--- src/rtl/seq_11010_tx_if.sv ---
// Request and serial-output bundle between a pattern requester (master)
// and the seq_11010_tx transmitter (slave).
interface seq_11010_tx_if #(
   parameter int WIDTH = 5,
   parameter int REP_W = 4
);
   logic             start;
   logic [WIDTH-1:0] pattern;
   logic [REP_W-1:0] reps;
   logic             abort;
   logic             a_out;
   logic             bit_valid;
   logic             busy;
   logic             done;

   modport master (
      output start, pattern, reps, abort,
      input  a_out, bit_valid, busy, done
   );

   modport slave (
      input  start, pattern, reps, abort,
      output a_out, bit_valid, busy, done
   );
endinterface

--- src/rtl/seq_11010_tx.sv ---
// Serial pattern transmitter: shifts a latched WIDTH-bit pattern out MSB-first,
// repeated a programmable number of times with a fixed idle gap between copies.
module seq_11010_tx #(
   parameter int WIDTH      = 5,
   parameter int REP_W      = 4,
   parameter int GAP_CYCLES = 2
) (
   input logic           clk,
   input logic           reset_n,
   seq_11010_tx_if.slave bus
);
   localparam int BIT_W = $clog2(WIDTH);
   localparam int GAP_W = (GAP_CYCLES > 1) ? $clog2(GAP_CYCLES) : 1;

   localparam logic [WIDTH-1:0] PAT_ZERO = {WIDTH{1'b0}};
   localparam logic [BIT_W-1:0] BIT_ZERO = {BIT_W{1'b0}};
   localparam logic [BIT_W-1:0] BIT_ONE  = BIT_W'(1);
   localparam logic [BIT_W-1:0] BIT_LAST = BIT_W'(WIDTH - 1);
   localparam logic [REP_W-1:0] REP_ZERO = {REP_W{1'b0}};
   localparam logic [REP_W-1:0] REP_ONE  = REP_W'(1);
   localparam logic [GAP_W-1:0] GAP_ZERO = {GAP_W{1'b0}};
   localparam logic [GAP_W-1:0] GAP_ONE  = GAP_W'(1);
   localparam logic [GAP_W-1:0] GAP_LOAD = GAP_W'((GAP_CYCLES > 0) ? GAP_CYCLES - 1 : 0);

   typedef enum logic [1:0] {
      IDLE = 2'b00,
      SEND = 2'b01,
      GAP  = 2'b10,
      FIN  = 2'b11
   } state_t;

   state_t           state_r;
   logic [WIDTH-1:0] shift_r;
   logic [WIDTH-1:0] pat_r;
   logic [BIT_W-1:0] bit_cnt_r;
   logic [REP_W-1:0] rep_cnt_r;
   logic [GAP_W-1:0] gap_cnt_r;
   logic             a_out_r;
   logic             bit_valid_r;
   logic             busy_r;
   logic             done_r;

   assign bus.a_out     = a_out_r;
   assign bus.bit_valid = bit_valid_r;
   assign bus.busy      = busy_r;
   assign bus.done      = done_r;

   // Transmit FSM; outputs are registered for the state being entered.
   always_ff @(posedge clk or negedge reset_n) begin
      if (!reset_n) begin
         state_r     <= IDLE;
         shift_r     <= PAT_ZERO;
         pat_r       <= PAT_ZERO;
         bit_cnt_r   <= BIT_ZERO;
         rep_cnt_r   <= REP_ZERO;
         gap_cnt_r   <= GAP_ZERO;
         a_out_r     <= 1'b0;
         bit_valid_r <= 1'b0;
         busy_r      <= 1'b0;
         done_r      <= 1'b0;
      end else begin
         // Outputs default low; each branch raises what its next state shows.
         a_out_r     <= 1'b0;
         bit_valid_r <= 1'b0;
         busy_r      <= 1'b0;
         done_r      <= 1'b0;
         case (state_r)
            IDLE: begin
               if (bus.start && (bus.reps != REP_ZERO)) begin
                  state_r     <= SEND;
                  shift_r     <= bus.pattern;
                  pat_r       <= bus.pattern;
                  rep_cnt_r   <= bus.reps;
                  bit_cnt_r   <= BIT_LAST;
                  a_out_r     <= bus.pattern[WIDTH-1];
                  bit_valid_r <= 1'b1;
                  busy_r      <= 1'b1;
               end else if (bus.start) begin
                  state_r <= FIN;
                  busy_r  <= 1'b1;
                  done_r  <= 1'b1;
               end else begin
                  state_r <= IDLE;
               end
            end
            SEND: begin
               if (bus.abort) begin
                  state_r <= IDLE;
               end else if (bit_cnt_r != BIT_ZERO) begin
                  shift_r     <= {shift_r[WIDTH-2:0], 1'b0};
                  bit_cnt_r   <= bit_cnt_r - BIT_ONE;
                  a_out_r     <= shift_r[WIDTH-2];
                  bit_valid_r <= 1'b1;
                  busy_r      <= 1'b1;
               end else begin
                  if (rep_cnt_r != REP_ZERO) begin
                     rep_cnt_r <= rep_cnt_r - REP_ONE;
                  end else begin
                     rep_cnt_r <= REP_ZERO;
                  end
                  busy_r <= 1'b1;
                  // More than one copy left before the decrement means another pattern follows.
                  if (rep_cnt_r > REP_ONE) begin
                     if (GAP_CYCLES > 0) begin
                        state_r   <= GAP;
                        gap_cnt_r <= GAP_LOAD;
                     end else begin
                        state_r     <= SEND;
                        shift_r     <= pat_r;
                        bit_cnt_r   <= BIT_LAST;
                        a_out_r     <= pat_r[WIDTH-1];
                        bit_valid_r <= 1'b1;
                     end
                  end else begin
                     state_r <= FIN;
                     done_r  <= 1'b1;
                  end
               end
            end
            GAP: begin
               if (bus.abort) begin
                  state_r <= IDLE;
               end else if (gap_cnt_r != GAP_ZERO) begin
                  gap_cnt_r <= gap_cnt_r - GAP_ONE;
                  busy_r    <= 1'b1;
               end else begin
                  state_r     <= SEND;
                  shift_r     <= pat_r;
                  bit_cnt_r   <= BIT_LAST;
                  a_out_r     <= pat_r[WIDTH-1];
                  bit_valid_r <= 1'b1;
                  busy_r      <= 1'b1;
               end
            end
            FIN: begin
               state_r <= IDLE;
            end
            default: begin
               state_r <= IDLE;
            end
         endcase
      end
   end
endmodule

--- src/flat_wrapper.sv ---
// flat-port wrapper written by rule: the top's interface ports become plain ports
module seq_11010_tx_flat 
#(
   parameter int WIDTH      = 5,
   parameter int REP_W      = 4,
   parameter int GAP_CYCLES = 2
)
  (clk, reset_n, bus_start, bus_pattern, bus_reps, bus_abort, bus_a_out, bus_bit_valid, bus_busy, bus_done);
  seq_11010_tx_if #(.WIDTH(WIDTH), .REP_W(REP_W)) bus_i ();
  input logic clk;
  input logic reset_n;
  input wire logic [$bits(bus_i.start)-1:0] bus_start;
  input wire logic [$bits(bus_i.pattern)-1:0] bus_pattern;
  input wire logic [$bits(bus_i.reps)-1:0] bus_reps;
  input wire logic [$bits(bus_i.abort)-1:0] bus_abort;
  output wire logic [$bits(bus_i.a_out)-1:0] bus_a_out;
  output wire logic [$bits(bus_i.bit_valid)-1:0] bus_bit_valid;
  output wire logic [$bits(bus_i.busy)-1:0] bus_busy;
  output wire logic [$bits(bus_i.done)-1:0] bus_done;
  assign bus_i.start = bus_start;
  assign bus_i.pattern = bus_pattern;
  assign bus_i.reps = bus_reps;
  assign bus_i.abort = bus_abort;
  assign bus_a_out = bus_i.a_out;
  assign bus_bit_valid = bus_i.bit_valid;
  assign bus_busy = bus_i.busy;
  assign bus_done = bus_i.done;
  seq_11010_tx #(.WIDTH(WIDTH), .REP_W(REP_W), .GAP_CYCLES(GAP_CYCLES)) u_core (.clk(clk), .reset_n(reset_n), .bus(bus_i));
endmodule
--- config.mk ---
export PLATFORM = sky130hd
export DESIGN_NAME = seq_11010_tx_flat
export DESIGN_NICKNAME = d
export VERILOG_FILES = /design/src/rtl/seq_11010_tx_if.sv /design/src/rtl/seq_11010_tx.sv /design/src/flat_wrapper.sv
export SDC_FILE = /design/constraint.sdc
export NUM_CORES = 1
export LEC_CHECK = 0
export BUFFER_PORTS_ARGS = -buffer_cell sky130_fd_sc_hd__buf_4
export CAP_MARGIN = 20
export CORE_MARGIN = 5
export CORE_UTILIZATION = 51
export CTS_CLUSTER_DIAMETER = 80
export DETAILED_ROUTE_END_ITERATION = 6
export HOLD_SLACK_MARGIN = 0.1
export PLACE_DENSITY_LB_ADDON = 0.3
export SYNTH_ARGS = -nofsm -noshare
export SYNTH_HDL_FRONTEND = slang
export SYNTH_SLANG_ARGS = --single-unit
--- constraint.sdc ---
create_clock -name clk -period 1.6 [get_ports clk]
set_input_delay 0.32 -clock clk [delete_from_list [all_inputs] [get_ports clk]]
set_output_delay 0.32 -clock clk [all_outputs]
set_load 0.01 [all_outputs]
======== Yosys cells after proc, flatten, opt, wreduce, memory -nomap -nowiden ========
Cells that the tools add are included.
word-level totals
  register bits ........................... 23
  input bits .............................. 13
  output and inout bits ................... 4
  logic and storage cells ................. 92
operators by class
  $add $sub $neg .......................... 3
  order comparisons ....................... 1
  equality and inequality tests ........... 12
  mux-type cells .......................... 52
  reductions and logical operators ........ 14
operator list
  operator                                                        number
  2-to-1 mux 4 bit                                                9
  2-to-1 mux 1 bit                                                23
  2-to-1 mux 3 bit                                                5
  2-to-1 mux 2 bit                                                6
  one-hot mux 4 bit (3 select lines)                              1
  one-hot mux 3 bit (3 select lines)                              1
  inequality test 2 bit (second input constant)                   4
  one-hot mux 2 bit (4 select lines)                              1
  one-hot mux 4 bit (2 select lines)                              1
  nonzero test 4 bit                                              2
  inequality test 2 x 1 -> 1 bit (second input constant)          3
  inequality test 3 bit (second input constant)                   2
  one-hot mux 1 bit (2 select lines)                              3
  one-hot mux 1 bit (3 select lines)                              2
  AND reduction 6 bit                                             1
  nonzero test 3 bit                                              2
  AND reduction 5 bit                                             1
  == test 2 bit (second input constant)                           2
  greater-than comparator 4 x 1 -> 1 bit (second input constant)  1
  AND reduction 2 bit                                             2
  AND reduction 4 bit                                             1
  nonzero test 2 bit                                              2
  subtractor 4 x 1 -> 4 bit (second input constant)               1
  subtractor 3 x 1 -> 3 bit (second input constant)               1
  5 further kinds                                                 5

======== Longest topological paths before layout ========
Gate-level depths: netlist of the first run.
  depth in word-level cells ............... 5
  depth in mapped cells ................... 7
  gate-level depth less buffers ........... 6

======== Worst setup path before layout of the first run ========
OpenSTA, ideal clock, no wires.
  path type ............................... reg-to-reg
  start ................................... register u_core.state_r[0]
  end ..................................... register u_core.state_r[1]
  library setup time ...................... 0.125 ns
  arrival ................................. 1.549 ns
  data required time ...................... 1.475 ns
  path slack .............................. -0.074 ns
  stages on the path, launching flop included .. 7
  buffers on the path ..................... 1
  period minus slack after synthesis ...... 1.674 ns
  cells stage by stage .................... dfrtp_1 inv_1 ha_1 clkbuf_1 nand2_1 a21oi_1 mux2_2
between the ends
  cells in the longest elaborated chain, start to end .. 3
  elaborated cells between the ends (all ways) .. 8
  classes of those cells .................. eq/ne (5); mux (1); reduce/logical (2)
RTL lines
  item                                                     RTL line            RTL
  start, declared                                          seq_11010_tx.sv:32  state_t state_r;
  start signal, assigned                                   seq_11010_tx.sv:51  state_r <= IDLE;
  start signal, assigned                                   seq_11010_tx.sv:70  state_r <= SEND;
  start signal, assigned                                   seq_11010_tx.sv:79  state_r <= FIN;
  == test 2 bit or == test 2 x 1 -> 1 bit (tied branches)  seq_11010_tx.sv:67  case (state_r)
  inequality test 3 bit (no source line)                   -
  AND reduction 2 bit (no source line)                     -
Parallel ways exist; a longest one is shown, timed or not.
A chain may end at the register's enable or synchronous reset.

======== Worst setup path in the final report of the first run ========
  start ................................... register u_core.state_r[0]
  end ..................................... register u_core.shift_r[1]
between the ends
  cells in the longest elaborated chain, start to end .. 3
  elaborated cells between the ends (all ways) .. 11
  classes of those cells .................. eq/ne (7); mux (1); reduce/logical (3)
RTL lines
  item                                                                  RTL line             RTL
  == test 2 bit, or another cell as far along                           seq_11010_tx.sv:67
  inequality test 2 bit (no source line), or another cell as far along  -
  AND reduction 6 bit (no source line)                                  -
  end signal, assigned                                                  seq_11010_tx.sv:71   shift_r <= bus.pattern;
  end signal, assigned                                                  seq_11010_tx.sv:90   shift_r <= {shift_r[WIDTH-2:0], 1'b0};
  end signal, assigned                                                  seq_11010_tx.sv:109  shift_r <= pat_r;
  end, declared                                                         seq_11010_tx.sv:33   logic [WIDTH-1:0] shift_r;
Parallel ways exist; a longest one is shown, timed or not.

==> results of run 1 <==
-- Yosys cell counts, types with 2 or more instances --
library cell,number
ha_1,7
nand2_1,9
mux2_4,4
nor2_2,2
dfrtp_1,23
a22oi_1,3
mux2_2,5
buf_2,2
inv_1,9
a21oi_1,10
mux2i_1,5
nand3_1,3
nor2_1,5
o21ai_0,5
nand2b_1,6
a211oi_1,2
nor2b_1,2
clkbuf_1,2
nor3b_1,2
-- routing by layer --
layer / vias up / track usage (%)
met2: 39 / 30.9
li1: 537 / -
met5: - / 0
met3: 6 / 3.14
met4: 0 / 5.45
met1: 533 / 23.5
-- power breakdown --
part	leakage, uW	internal, uW	switching [uW]	total (uW)
logic	0.000510	1000	873	1880
clock network	0.0000177	93.3	185	278
registers	0.000278	842	206	1050
-- final cells by class --
type,count,area [um^2],share of cell area (%)
repair buffers,38,288,16.4
well taps,30,37.5,2.14
inverters,9,33.8,1.93
clock inverters,1,5.00,0.286
clock buffers,3,22.5,1.29
multi-input cells,93,790,45.1
flip-flops and latches,23,576,32.9
-- cells by family (layout without fill, tap and decap cells) --
| logic type | count (synthesis) | count (layout) | share of synthesized area (%) |
|---|---|---|---|
| DFF | 23 | 23 | 42.6 |
| muxes | 14 | 14 | 12.3 |
| adders and majority gates | 7 | 7 | 6.48 |
| and+or+nand+nor | 38 | 38 | 16.4 |
| buffers and inverters | 14 | 51 | 4.63 |
| AOI/OAI and AO/OA | 34 | 34 | 17.7 |
-- sequential cells by signal (all words and copies together), names as in the netlist --
signal                cells
u_core.rep_cnt_r          4
u_core.bus.bit_valid      1
u_core.bus.a_out          1
u_core.pat_r              5
u_core.bus.done           1
u_core.shift_r            4
u_core.bit_cnt_r          3
u_core.state_r            2
u_core.bus.busy           1
u_core.gap_cnt_r          1
-- timing repair --
action	in CTS	in global routing
pin swaps	0	3
setup endpoints to repair	17	19
setup buffers	2	2
resized for setup	8	9
hold buffers	1	0
endpoints found under the hold margin	23	0
-- per-stage QoR --
step | setup slack, ns | std cells | TNS, ns | instance area (um^2) | hold WS (ns)
2_1_floorplan | 0.0123 | 130 | 0 | 1350 | 0.0244
3_3_place_gp | 0.00565 | 188 | 0 | 1610 | 0.228
3_5_place_dp | -0.0935 | 188 | -0.704 | 1610 | 0.232
4_1_cts | 0.0200 | 195 | 0 | 1710 | 0.229
5_1_grt | -0.0395 | 197 | -0.278 | 1750 | 0.223
6_report | 0.00497 | 197 | 0 | 1750 | 0.245
-- how the worst max path moves through the flow --
stage	end	cells after the start	startpoint	slack, ns
after floorplan	u_core.pat_r[0]	5	u_core.state_r[0]	0.01
after global placement	u_core.pat_r[3]	5	u_core.state_r[0]	0.006
after global routing	u_core.shift_r[1]	6	u_core.state_r[0]	-0.04
after CTS	u_core.rep_cnt_r[3]	7	u_core.bit_cnt_r[1]	0.02
after detailed placement	u_core.rep_cnt_r[3]	7	u_core.state_r[1]	-0.09
final	u_core.shift_r[1]	6	u_core.state_r[0]	0.005
-- critical path, delay by kind of cell, from the launching register on --
family	cells	cell delay [ns]
adder cells (fa/ha/maj)	1	0.21
buffers and inverters	2	0.25
flip-flops	1	0.46
multiplexers	1	0.31
AND/OR/NAND/NOR	2	0.24
==> impl_metrics.prom, run 1 <==
# TYPE chip_impl_metric gauge
chip_impl_metric{name="r2r.worst_path.cells",unit=""} 6
chip_impl_info{name="cts_tree",value="built"} 1
chip_impl_info{name="rsz0062_at_grt",value="true"} 1
chip_impl_metric{name="period_needed",unit="ns"} 1.60
chip_impl_metric{name="ratio_of_total_power_to_cell_area",unit="mW/mm^2"} 1830
chip_impl_metric{name="finalCritPeriodShare",unit="%"} 99.7
chip_impl_metric{name="clock-skew-final",unit="ns"} 0.00841
chip_impl_metric{name="reg2reg_setup_slack",unit="ns"} 0.005
chip_impl_metric{name="cts_num_sinks",unit=""} 23
chip_impl_metric{name="number_of_placement_rows",unit=""} 18
chip_impl_metric{name="setup-violations-final",unit=""} 0
chip_impl_metric{name="static-leakage-power",unit="uW"} 0.000806
chip_impl_metric{name="first_global_vias",unit=""} 1122
chip_impl_metric{name="met2WireLength",unit="mm"} 1.50
chip_impl_metric{name="global_route.overflow_total",unit=""} 0
chip_impl_metric{name="yosys_warnings",unit=""} 0
chip_impl_info{name="synth_top_flop_cell",value="dfrtp_1"} 1
chip_impl_metric{name="floorplan.die.width",unit="um"} 61.5
chip_impl_metric{name="syn-num-nets",unit=""} 150
chip_impl_metric{name="clk_latency",unit="ns"} 0.31
chip_impl_metric{name="postSynth.asyncResetShare",unit="%"} 100
chip_impl_info{name="worst_setup_path_start_kind",value="flop"} 1
chip_impl_metric{name="cpPeakStageDelay",unit="ns"} 0.46
chip_impl_info{name="timing_worst_setup_path_type",value="reg2reg"} 1
chip_impl_metric{name="die_area",unit="mm^2"} 0.00378
chip_impl_metric{name="syn_area",unit="mm^2"} 0.00135
chip_impl_metric{name="worst-path-max-fanout",unit=""} 5
chip_impl_metric{name="ios",unit=""} 17
chip_impl_metric{name="share_of_post_route_cells_with_drive_strength_above_1",unit="%"} 42.5
chip_impl_metric{name="clkTransAtPathRegs",unit="ns"} 0.14
chip_impl_metric{name="initial_core_util",unit="%"} 54.1
chip_impl_metric{name="drt_first_pass_iters",unit=""} 4
chip_impl_info{name="crit_chain",value="inv_2 > ha_2 > buf_4 > nand2_2 > nand3_4 > mux2_4"} 1
chip_impl_metric{name="place.detailed.hpwl",unit="mm"} 2.23
chip_impl_metric{name="yosysTopAreaCellShare",unit="%"} 42.6
chip_impl_metric{name="post_syn_instances",unit=""} 130
chip_impl_metric{name="first_pass_grt_wire_length",unit="mm"} 5.15
chip_impl_info{name="status",value="complete, no violations"} 1
chip_impl_metric{name="m1WireLength",unit="mm"} 1.36
chip_impl_metric{name="total_power",unit="uW"} 3200
chip_impl_metric{name="fillers",unit=""} 183
chip_impl_metric{name="grtUsageTotal",unit="%"} 18.2
chip_impl_metric{name="design.core.area",unit="mm^2"} 0.00250
chip_impl_metric{name="place.port_buffers",unit=""} 16
chip_impl_metric{name="ys_seq_area_share",unit="%"} 42.6
chip_impl_metric{name="drt_drc_violations_left",unit=""} 0
chip_impl_metric{name="number_of_diodes_added_for_antenna_fixing",unit=""} 0
chip_impl_info{name="worst_r2r_startpoint",value="u_core.state_r[0]"} 1
chip_impl_metric{name="timing_hold_violations_final",unit=""} 0
chip_impl_info{name="ys_top_cells_by_area",value="dfrtp_1 (43%), ha_1 (6.5%), mux2_4 (4.4%)"} 1
chip_impl_metric{name="post_synth.cell_area_avg",unit="um^2"} 10.4
chip_impl_metric{name="finalNetCount",unit=""} 188
chip_impl_metric{name="arrival",unit="ns"} 1.80
chip_impl_metric{name="number_of_antenna_violations_at_the_first_check_in_global_routing",unit=""} 0
chip_impl_metric{name="worst_slew_margin_rel",unit="%"} 65.8
chip_impl_info{name="min_path_type",value="in2reg"} 1
chip_impl_metric{name="drtIter0Drc",unit=""} 42
chip_impl_metric{name="utilization",unit="%"} 70.1
chip_impl_metric{name="drt-total-wl",unit="mm"} 3.10
chip_impl_metric{name="fmaxAchievable",unit="GHz"} 0.627
chip_impl_info{name="mostFrequentLayoutCell",value="buf_4"} 1
chip_impl_metric{name="route.vias.total",unit=""} 1115
chip_impl_metric{name="cts_buffer_depth",unit=""} 2
chip_impl_info{name="hp-start",value="bus_pattern[1]"} 1
chip_impl_info{name="layout.cells.most_common_list",value="buf_4 (37), dfrtp_1 (23), nand2_1 (9)"} 1
chip_impl_metric{name="routed_via_density",unit=""} 5.66
chip_impl_metric{name="count_of_cell_types_in_the_netlist",unit=""} 43
chip_impl_info{name="rr_endpoint",value="u_core.shift_r[1]"} 1
chip_impl_metric{name="cts_made_buffers",unit=""} 3
chip_impl_metric{name="synth-edff-count",unit=""} 0
chip_impl_metric{name="die_height",unit="um"} 61.5
chip_impl_info{name="holdPathEnd",value="u_core.pat_r[1]"} 1
chip_impl_metric{name="report.final.slew_viol_count",unit=""} 0
chip_impl_metric{name="gp_congestion",unit=""} 0.778
chip_impl_metric{name="min_path_cells",unit=""} 2
chip_impl_metric{name="drtAntennaViolNets",unit=""} 0
chip_impl_info{name="crit_path_end_kind",value="flop"} 1
chip_impl_metric{name="grt_start_max_net_pins",unit=""} 24
chip_impl_info{name="critPathSlowestCell",value="dfrtp_1"} 1
chip_impl_info{name="routed.top_layer",value="met4"} 1
chip_impl_metric{name="areaGrowthSynthToFinish",unit="%"} 29.5
chip_impl_metric{name="critPathRequiredTime",unit="ns"} 1.81
chip_impl_info{name="root_buffer",value="clkbuf_4"} 1
chip_impl_metric{name="worst-slew-pin-transition",unit="ns"} 0.507
chip_impl_metric{name="dr_wl_met3",unit="um"} 179
chip_impl_metric{name="post_synthesis_sequential_element_count",unit=""} 23
chip_impl_metric{name="cts-htree-levels",unit=""} 1
chip_impl_metric{name="vdd.ir_drop.worst",unit="mV"} 1.07
chip_impl_metric{name="avgRoutedWirePerCell",unit="um"} 15.7
chip_impl_info{name="synth.largest_area_cell",value="dfrtp_1"} 1
chip_impl_metric{name="cap_viol_max_count",unit=""} 0
Power figures use the tool's default switching activity.
==> run 2: changes to the inputs <==
--- a/config.mk
+++ b/config.mk
@@ -13,6 +13,7 @@
 export DETAILED_ROUTE_END_ITERATION = 6
 export HOLD_SLACK_MARGIN = 0.1
 export PLACE_DENSITY_LB_ADDON = 0.3
+export SETUP_SLACK_MARGIN = 0.4
 export SYNTH_ARGS = -nofsm -noshare
 export SYNTH_HDL_FRONTEND = slang
 export SYNTH_SLANG_ARGS = --single-unit
==> run 2 against run 1 <==
Against the previous run: the flow now finishes with violations (negative setup slack); first-iteration DRC count grew 130%; sequential share of layout area is 2.8 points lower; die area unchanged; combinational power is 22% higher; core utilization rose by 7.0 points; worst setup slack got worse by 0.13 ns; maximum frequency shrank 7.7%; cell count grew 2.5%; critical path type unchanged; critical endpoint is now u_core.rep_cnt_r[1]; highest routed layer unchanged.
==> impl_metrics.prom, run 2 (same netlist as run 1, synthesis figures left out) <==
# TYPE chip_impl_metric gauge
chip_impl_metric{name="grt_util_met3",unit="%"} 2.52
chip_impl_metric{name="place_area",unit="mm^2"} 0.00162
chip_impl_info{name="status",value="finished, violations left"} 1
chip_impl_metric{name="use_met1",unit="%"} 23.6
chip_impl_metric{name="vdd.ir_drop.worst",unit="mV"} 1.30
chip_impl_metric{name="floorplan.die.width",unit="um"} 61.5
chip_impl_metric{name="number_of_placement_rows",unit=""} 18
chip_impl_metric{name="gp_congestion",unit=""} 0.842
chip_impl_info{name="largest_regs",value="u_core.pat_r x5, u_core.rep_cnt_r x4, u_core.shift_r x4"} 1
chip_impl_metric{name="design.core.area",unit="mm^2"} 0.00250
chip_impl_metric{name="post-route-worst-setup-slack",unit="ns"} -0.128
chip_impl_info{name="worst_r2r_startpoint",value="u_core.state_r[1]"} 1
chip_impl_metric{name="netSwitchingFraction",unit="%"} 38.9
chip_impl_info{name="timing_worst_setup_path_type",value="reg2reg"} 1
chip_impl_metric{name="drt-total-wl",unit="mm"} 3.48
chip_impl_metric{name="routed_via_density",unit=""} 5.81
chip_impl_metric{name="setup-violations-final",unit=""} 7
chip_impl_metric{name="ratio_of_total_power_to_cell_area",unit="mW/mm^2"} 1900
chip_impl_metric{name="total_power",unit="uW"} 3660
chip_impl_metric{name="drt_first_pass_iters",unit=""} 4
chip_impl_metric{name="power.net_switching",unit="uW"} 1430
chip_impl_info{name="root_buffer",value="clkbuf_4"} 1
chip_impl_metric{name="clkTransAtPathRegs",unit="ns"} 0.15
chip_impl_metric{name="share_clk_of_total_power",unit="%"} 7.9
chip_impl_metric{name="grt_use_met2",unit="%"} 30.6
chip_impl_metric{name="utilization",unit="%"} 77.0
chip_impl_metric{name="worst-slew-pin-transition",unit="ns"} 0.522
chip_impl_metric{name="min_path_cells",unit=""} 3
chip_impl_info{name="grt-busiest-layer",value="met2"} 1
chip_impl_info{name="worst_setup_path_start_kind",value="flop"} 1
chip_impl_info{name="rr_endpoint",value="u_core.rep_cnt_r[1]"} 1
chip_impl_metric{name="finalNetCount",unit=""} 193
chip_impl_metric{name="place.port_buffers",unit=""} 16
chip_impl_metric{name="global_route.overflow_total",unit=""} 0
chip_impl_metric{name="worst-path-buf-inv",unit=""} 2
chip_impl_metric{name="avgRoutedWirePerCell",unit="um"} 17.2
chip_impl_info{name="crit_path_end_kind",value="flop"} 1
chip_impl_metric{name="clk_latency",unit="ns"} 0.33
chip_impl_metric{name="route.vias.total",unit=""} 1173
chip_impl_info{name="layout.cells.most_common_list",value="buf_4 (35), dfrtp_1 (21), a21oi_1 (8), mux2_4 (8)"} 1
chip_impl_metric{name="p_seq_share",unit="%"} 29.2
chip_impl_metric{name="cts_buffer_depth",unit=""} 2
chip_impl_metric{name="critPathRequiredTime",unit="ns"} 1.82
chip_impl_metric{name="first_pass_grt_wire_length",unit="mm"} 5.09
chip_impl_metric{name="timing_hold_violations_final",unit=""} 0
chip_impl_metric{name="cts_num_sinks",unit=""} 23
chip_impl_metric{name="period_needed",unit="ns"} 1.73
chip_impl_metric{name="static-leakage-power",unit="uW"} 0.000884
chip_impl_metric{name="comb_power_share",unit="%"} 62.9
chip_impl_metric{name="cpPeakStageDelay",unit="ns"} 0.47
chip_impl_metric{name="arrival",unit="ns"} 1.94
chip_impl_metric{name="areaGrowthSynthToFinish",unit="%"} 42.4
chip_impl_metric{name="worst_slew_margin_rel",unit="%"} 64.8
chip_impl_metric{name="r2r.worst_path.cells",unit=""} 7
chip_impl_info{name="mostFrequentLayoutCell",value="buf_4"} 1
chip_impl_metric{name="cts-htree-levels",unit=""} 1
chip_impl_metric{name="grtUsageTotal",unit="%"} 18.4
chip_impl_metric{name="initial_core_util",unit="%"} 54.1
chip_impl_metric{name="cap_viol_max_count",unit=""} 0
chip_impl_info{name="dominant_delay_contributor_by_cell_family_on_the_critical_path",value="flip-flops"} 1
chip_impl_metric{name="fmaxAchievable",unit="GHz"} 0.579
chip_impl_info{name="cts_tree",value="built"} 1
chip_impl_info{name="min_path_type",value="in2reg"} 1
chip_impl_metric{name="cts_made_buffers",unit=""} 3
chip_impl_metric{name="ios",unit=""} 17
chip_impl_metric{name="grt_start_max_net_pins",unit=""} 24
chip_impl_metric{name="place.detailed.hpwl",unit="mm"} 2.05
chip_impl_metric{name="final-instance-count-excl-fill",unit=""} 202
chip_impl_metric{name="number_of_antenna_violations_at_the_first_check_in_global_routing",unit=""} 0
chip_impl_metric{name="reg2reg_setup_slack",unit="ns"} -0.13
chip_impl_metric{name="internal-power",unit="uW"} 2240
chip_impl_metric{name="placed_cells",unit=""} 180
chip_impl_info{name="crit_chain",value="inv_4 > ha_4 > nor4bb_4 > buf_4 > o2bb2ai_4 > a21oi_1 > o22ai_1"} 1
chip_impl_metric{name="finalInstanceArea",unit="mm^2"} 0.00193
chip_impl_metric{name="die_height",unit="um"} 61.5
chip_impl_metric{name="finalCritPeriodShare",unit="%"} 108
chip_impl_metric{name="drtAntennaViolNets",unit=""} 0
chip_impl_info{name="holdPathEnd",value="u_core.pat_r[4]"} 1
chip_impl_info{name="violations_in_the_final_reports",value="negative setup slack"} 1
chip_impl_metric{name="number_of_diodes_added_for_antenna_fixing",unit=""} 0
chip_impl_metric{name="clock-skew-final",unit="ns"} 0.0136
chip_impl_metric{name="drtIter0Drc",unit=""} 98
chip_impl_metric{name="report.final.slew_viol_count",unit=""} 0
chip_impl_metric{name="worst-path-max-fanout",unit=""} 7
chip_impl_metric{name="drt_drc_violations_left",unit=""} 0
chip_impl_info{name="top_register_by_number_of_flip_flops",value="u_core.pat_r"} 1
chip_impl_metric{name="largest_register_ff_count",unit=""} 5
chip_impl_metric{name="hold_ws",unit="ns"} 0.205
chip_impl_info{name="critPathSlowestCell",value="dfrtp_2"} 1
chip_impl_info{name="hp-start",value="bus_pattern[4]"} 1
chip_impl_metric{name="share_of_post_route_cells_with_drive_strength_above_1",unit="%"} 48.8
chip_impl_metric{name="die_area",unit="mm^2"} 0.00378
chip_impl_info{name="rsz0062_at_grt",value="true"} 1
chip_impl_metric{name="first_global_vias",unit=""} 1107
run 2: cell types whose count changed in the layout (fill, tap and decap cells not counted), sizes merged:
cell  change
buf       +5
run 2: power by group through the flow:
stage | combinational (uW) | sequential, uW | clock [uW]
after floorplan | 1280 | 1030 | 0
after global placement | 1590 | 1040 | 0
after detailed placement | 1640 | 1050 | 0
after CTS | 1930 | 1060 | 293
after global routing | 2500 | 1100 | 314
final | 2300 | 1070 | 290
run 2: metrics by stage:
| stage | worst slack (ns) | TNS (ns) |
|---|---|---|
| floorplan | 0.110 | 0 |
| global placement | 0.0121 | 0 |
| detailed placement | -0.00764 | -0.00764 |
| CTS | 0.0279 | 0 |
| global route | -0.195 | -0.988 |
| finish | -0.128 | -0.353 |
run 2: worst register-to-register path, stage by stage (launching register included):
cell and delay (ns):
dfrtp_2 0.47, inv_4 0.09, ha_4 0.16, nor4bb_4 0.28, buf_4 0.17, o2bb2ai_4 0.11
a21oi_1 0.20, o22ai_1 0.14
run 2: layer usage:
layer | wire, um | vias to the layer above
met3 | 219 | 5
met1 | 1490 | 573
li1 | - | 551
met5 | 0 | -
met2 | 1710 | 44
met4 | 60 | 0
run 2: worst max path at each step:
stage / from / endpoint / slack, ns / cells past startpoint
5_1_grt: u_core.state_r[1] / u_core.rep_cnt_r[1] / -0.20 / 7
2_1_floorplan: u_core.state_r[0] / u_core.rep_cnt_r[2] / 0.11 / 6
4_1_cts: u_core.state_r[1] / u_core.rep_cnt_r[3] / 0.03 / 6
3_3_place_gp: bus_reps[0] / u_core.shift_r[0] / 0.01 / 5
6_report: u_core.state_r[1] / u_core.rep_cnt_r[1] / -0.13 / 7
3_5_place_dp: u_core.state_r[1] / u_core.rep_cnt_r[3] / -0.008 / 6
run 2: final cells by class:
type	instances	area [um^2]
well taps	30	37.5
inverters	9	38.8
clock buffers	3	22.5
clock inverters	1	5.00
multi-input cells	93	862
repair buffers	43	382
fillers	158	574
flip-flops and latches	23	578
run 2: what timing repair did:
| item | in CTS | in global routing |
|---|---|---|
| hold buffers | 1 | 0 |
| resized for setup | 18 | 9 |
| buffers inserted | 6 | 11 |
| endpoints found under the setup margin | 23 | 24 |
| pin swaps | 9 | 9 |
| endpoints found under the hold margin | 23 | 0 |
==> run 3: changes to the inputs <==
==> constraint.sdc (replaced) <==
create_clock -name clk -period 1.6 [get_ports clk]
set_input_delay 0.4 -clock clk [delete_from_list [all_inputs] [get_ports clk]]
set_output_delay 0.4 -clock clk [all_outputs]
set_load 0.01 [all_outputs]
==> run 3 against run 2 <==
Against the previous run: the flow now finishes without violations; flip-flop and latch count is the same; die area is the same; power rose by 11%; wire length increased by 20%; sequential share of layout area fell by 2.4 points; first-iteration DRC count grew 4.1%; via count is 7.6% higher; combinational power up 16%.
==> impl_metrics.prom, run 3 (same netlist as run 1, synthesis figures left out) <==
# TYPE chip_impl_metric gauge
chip_impl_info{name="status",value="complete, no violations"} 1
chip_impl_metric{name="fmaxAchievable",unit="GHz"} 0.638
chip_impl_metric{name="share_clk_of_total_power",unit="%"} 7.2
chip_impl_info{name="critPathCapture",value="u_core.shift_r[1]"} 1
chip_impl_metric{name="gp_congestion",unit=""} 0.826
chip_impl_metric{name="first_global_vias",unit=""} 1231
chip_impl_metric{name="cts_buffer_depth",unit=""} 2
chip_impl_metric{name="grtUsageTotal",unit="%"} 21.1
chip_impl_metric{name="r2r.worst_path.cells",unit=""} 6
chip_impl_info{name="largest_regs",value="u_core.pat_r x5, u_core.rep_cnt_r x4, u_core.shift_r x4"} 1
chip_impl_info{name="mostFrequentLayoutCell",value="buf_4"} 1
chip_impl_metric{name="worst-slew-pin-transition",unit="ns"} 0.414
chip_impl_info{name="crit_path_end_kind",value="flop"} 1
chip_impl_metric{name="avgRoutedWirePerCell",unit="um"} 20.3
chip_impl_metric{name="share_of_post_route_cells_with_drive_strength_above_1",unit="%"} 57.1
chip_impl_metric{name="seq_area",unit="um^2"} 578
chip_impl_metric{name="initial_core_util",unit="%"} 54.1
chip_impl_metric{name="global_route.overflow_total",unit=""} 0
chip_impl_info{name="rr_endpoint",value="u_core.shift_r[1]"} 1
chip_impl_info{name="root_buffer",value="clkbuf_4"} 1
chip_impl_metric{name="cpPeakStageDelay",unit="ns"} 0.46
chip_impl_metric{name="clk_latency",unit="ns"} 0.33
chip_impl_info{name="top_register_by_number_of_flip_flops",value="u_core.pat_r"} 1
chip_impl_info{name="crit_chain",value="buf_6 > ha_4 > o21a_1 > nor2_4 > nand3_4 > mux2_4"} 1
chip_impl_metric{name="areaGrowthSynthToFinish",unit="%"} 54.5
chip_impl_metric{name="internal-power",unit="uW"} 2410
chip_impl_metric{name="die_area",unit="mm^2"} 0.00378
chip_impl_metric{name="grt_start_max_net_pins",unit=""} 24
chip_impl_metric{name="first_pass_grt_wire_length",unit="mm"} 5.91
chip_impl_info{name="rsz0062_at_grt",value="true"} 1
chip_impl_metric{name="ios",unit=""} 17
chip_impl_metric{name="number_of_placement_rows",unit=""} 18
chip_impl_metric{name="place.detailed.hpwl",unit="mm"} 2.17
chip_impl_metric{name="clock-skew-final",unit="ns"} 0.00664
chip_impl_metric{name="setup-violations-final",unit=""} 0
chip_impl_metric{name="floorplan.die.width",unit="um"} 61.5
chip_impl_metric{name="ratio_of_total_power_to_cell_area",unit="mW/mm^2"} 1940
chip_impl_info{name="min_path_type",value="in2reg"} 1
chip_impl_metric{name="largest_register_ff_count",unit=""} 5
chip_impl_info{name="timing_worst_setup_path_type",value="reg2reg"} 1
chip_impl_info{name="worst_r2r_startpoint",value="u_core.state_r[1]"} 1
chip_impl_metric{name="die_height",unit="um"} 61.5
chip_impl_info{name="cts_tree",value="built"} 1
chip_impl_metric{name="clkTransAtPathRegs",unit="ns"} 0.14
chip_impl_metric{name="reg2reg_setup_slack",unit="ns"} 0.03
chip_impl_metric{name="finalInstanceArea",unit="mm^2"} 0.00209
chip_impl_metric{name="cts-htree-levels",unit=""} 1
chip_impl_metric{name="p_seq_share",unit="%"} 27.3
chip_impl_info{name="layout.cells.most_common_list",value="buf_4 (28), dfrtp_1 (21), buf_6 (14)"} 1
chip_impl_metric{name="design.core.area",unit="mm^2"} 0.00250
chip_impl_metric{name="placed_cells",unit=""} 180
chip_impl_metric{name="report.final.slew_viol_count",unit=""} 0
chip_impl_metric{name="total_power",unit="uW"} 4060
chip_impl_metric{name="cts_made_buffers",unit=""} 3
chip_impl_metric{name="route.vias.total",unit=""} 1262
chip_impl_metric{name="arrival",unit="ns"} 1.80
chip_impl_metric{name="finalCritPeriodShare",unit="%"} 98.0
chip_impl_info{name="critPathSlowestCell",value="dfrtp_2"} 1
chip_impl_metric{name="multi_input_combinational_cell_area",unit="um^2"} 975
chip_impl_metric{name="place.port_buffers",unit=""} 16
chip_impl_metric{name="worst_slew_margin_rel",unit="%"} 72.2
chip_impl_metric{name="drt_drc_violations_left",unit=""} 0
chip_impl_metric{name="static-leakage-power",unit="uW"} 0.000953
chip_impl_metric{name="place_area",unit="mm^2"} 0.00164
chip_impl_info{name="worst_setup_path_start_kind",value="flop"} 1
chip_impl_metric{name="drt-total-wl",unit="mm"} 4.17
chip_impl_info{name="cp-startpoint",value="u_core.state_r[1]"} 1
chip_impl_metric{name="final-instance-count-excl-fill",unit=""} 205
chip_impl_metric{name="routed_via_density",unit=""} 6.16
chip_impl_metric{name="cts_num_sinks",unit=""} 23
chip_impl_metric{name="netSwitchingFraction",unit="%"} 40.7
chip_impl_metric{name="drt_first_pass_iters",unit=""} 4
chip_impl_metric{name="finalNetCount",unit=""} 196
chip_impl_metric{name="comb_power_share",unit="%"} 65.4
chip_impl_metric{name="drtAntennaViolNets",unit=""} 0
chip_impl_metric{name="period_needed",unit="ns"} 1.57
chip_impl_metric{name="worst-path-max-fanout",unit=""} 5
chip_impl_metric{name="cap_viol_max_count",unit=""} 0
chip_impl_metric{name="critPathRequiredTime",unit="ns"} 1.84
chip_impl_metric{name="power.net_switching",unit="uW"} 1650
chip_impl_metric{name="number_of_antenna_violations_at_the_first_check_in_global_routing",unit=""} 0
chip_impl_metric{name="drtIter0Drc",unit=""} 102
chip_impl_metric{name="vdd.ir_drop.worst",unit="mV"} 1.53
chip_impl_metric{name="fillers",unit=""} 118
chip_impl_metric{name="number_of_diodes_added_for_antenna_fixing",unit=""} 0
chip_impl_metric{name="timing_hold_violations_final",unit=""} 0
-- run 3: repair_timing --
action	4_1_cts	5_1_grt
gates resized for setup	34	26
endpoints found under the hold margin	23	0
setup buffers	12	8
hold buffers	1	0
pin swaps	13	17
endpoints found under the setup margin	27	27
-- run 3: worst min-delay path by stage --
| stage | start | endpoint | slack [ns] | depth (start not counted) |
|---|---|---|---|---|
| 3_3_place_gp | reset_n | u_core.rep_cnt_r[1] | 0.31 | 1 |
| 5_1_grt | bus_pattern[4] | u_core.pat_r[4] | 0.27 | 3 |
| 3_5_place_dp | reset_n | u_core.rep_cnt_r[1] | 0.31 | 1 |
| 4_1_cts | bus_pattern[4] | u_core.pat_r[4] | 0.29 | 3 |
| 6_report | bus_pattern[4] | u_core.pat_r[4] | 0.28 | 3 |
| 2_1_floorplan | reset_n | u_core.bit_cnt_r[0] | 0.10 | 0 |
-- run 3: per-stage QoR --
step	hold WS [ns]	setup TNS, ns	setup slack [ns]	util [%]
floorplan	0.104	0	0.110	-
global placement	0.308	0	0.0106	65.4
detailed placement	0.310	-0.0133	-0.00943	65.4
CTS	0.288	0	0.0181	77.3
global route	0.271	-0.208	-0.0428	83.6
finish	0.280	0	0.0321	83.6
-- run 3: power by group through the flow --
stage / registers (uW) / clock network [uW] / logic, uW
after floorplan: 1030 / 0 / 1280
after global placement: 1040 / 0 / 1580
after detailed placement: 1060 / 0 / 1630
after CTS: 1070 / 279 / 2170
after global routing: 1130 / 329 / 2830
final: 1110 / 293 / 2660
-- run 3: critical path, delay by kind of cell, from the launching register on --
family	cells	cell delay, ns
flip-flops	1	0.46
multiplexers	1	0.32
AND/OR/NAND/NOR	2	0.27
adder cells (fa/ha/maj)	1	0.16
AO/OA/AOI/OAI	1	0.14
buffers and inverters	1	0.13
-- run 3: area by class of cell --
type                    count  share of cell area, %
clock buffers               3                   1.08
inverters                   9                   1.86
flip-flops and latches     23                   27.7
repair buffers             46                   20.7
clock inverters             1                  0.240
well taps                  30                   1.80
multi-input cells          93                   46.6
-- run 3: metal layers --
| metal | up-vias | part of all wire, % | global-route usage (%) |
|---|---|---|---|
| met5 | - | 0 | 0 |
| met4 | 0 | 2.9 | 7.88 |
| met3 | 18 | 7.2 | 2.10 |
| met2 | 81 | 53 | 37.2 |
| met1 | 606 | 37 | 26.4 |
| li1 | 557 | - | - |
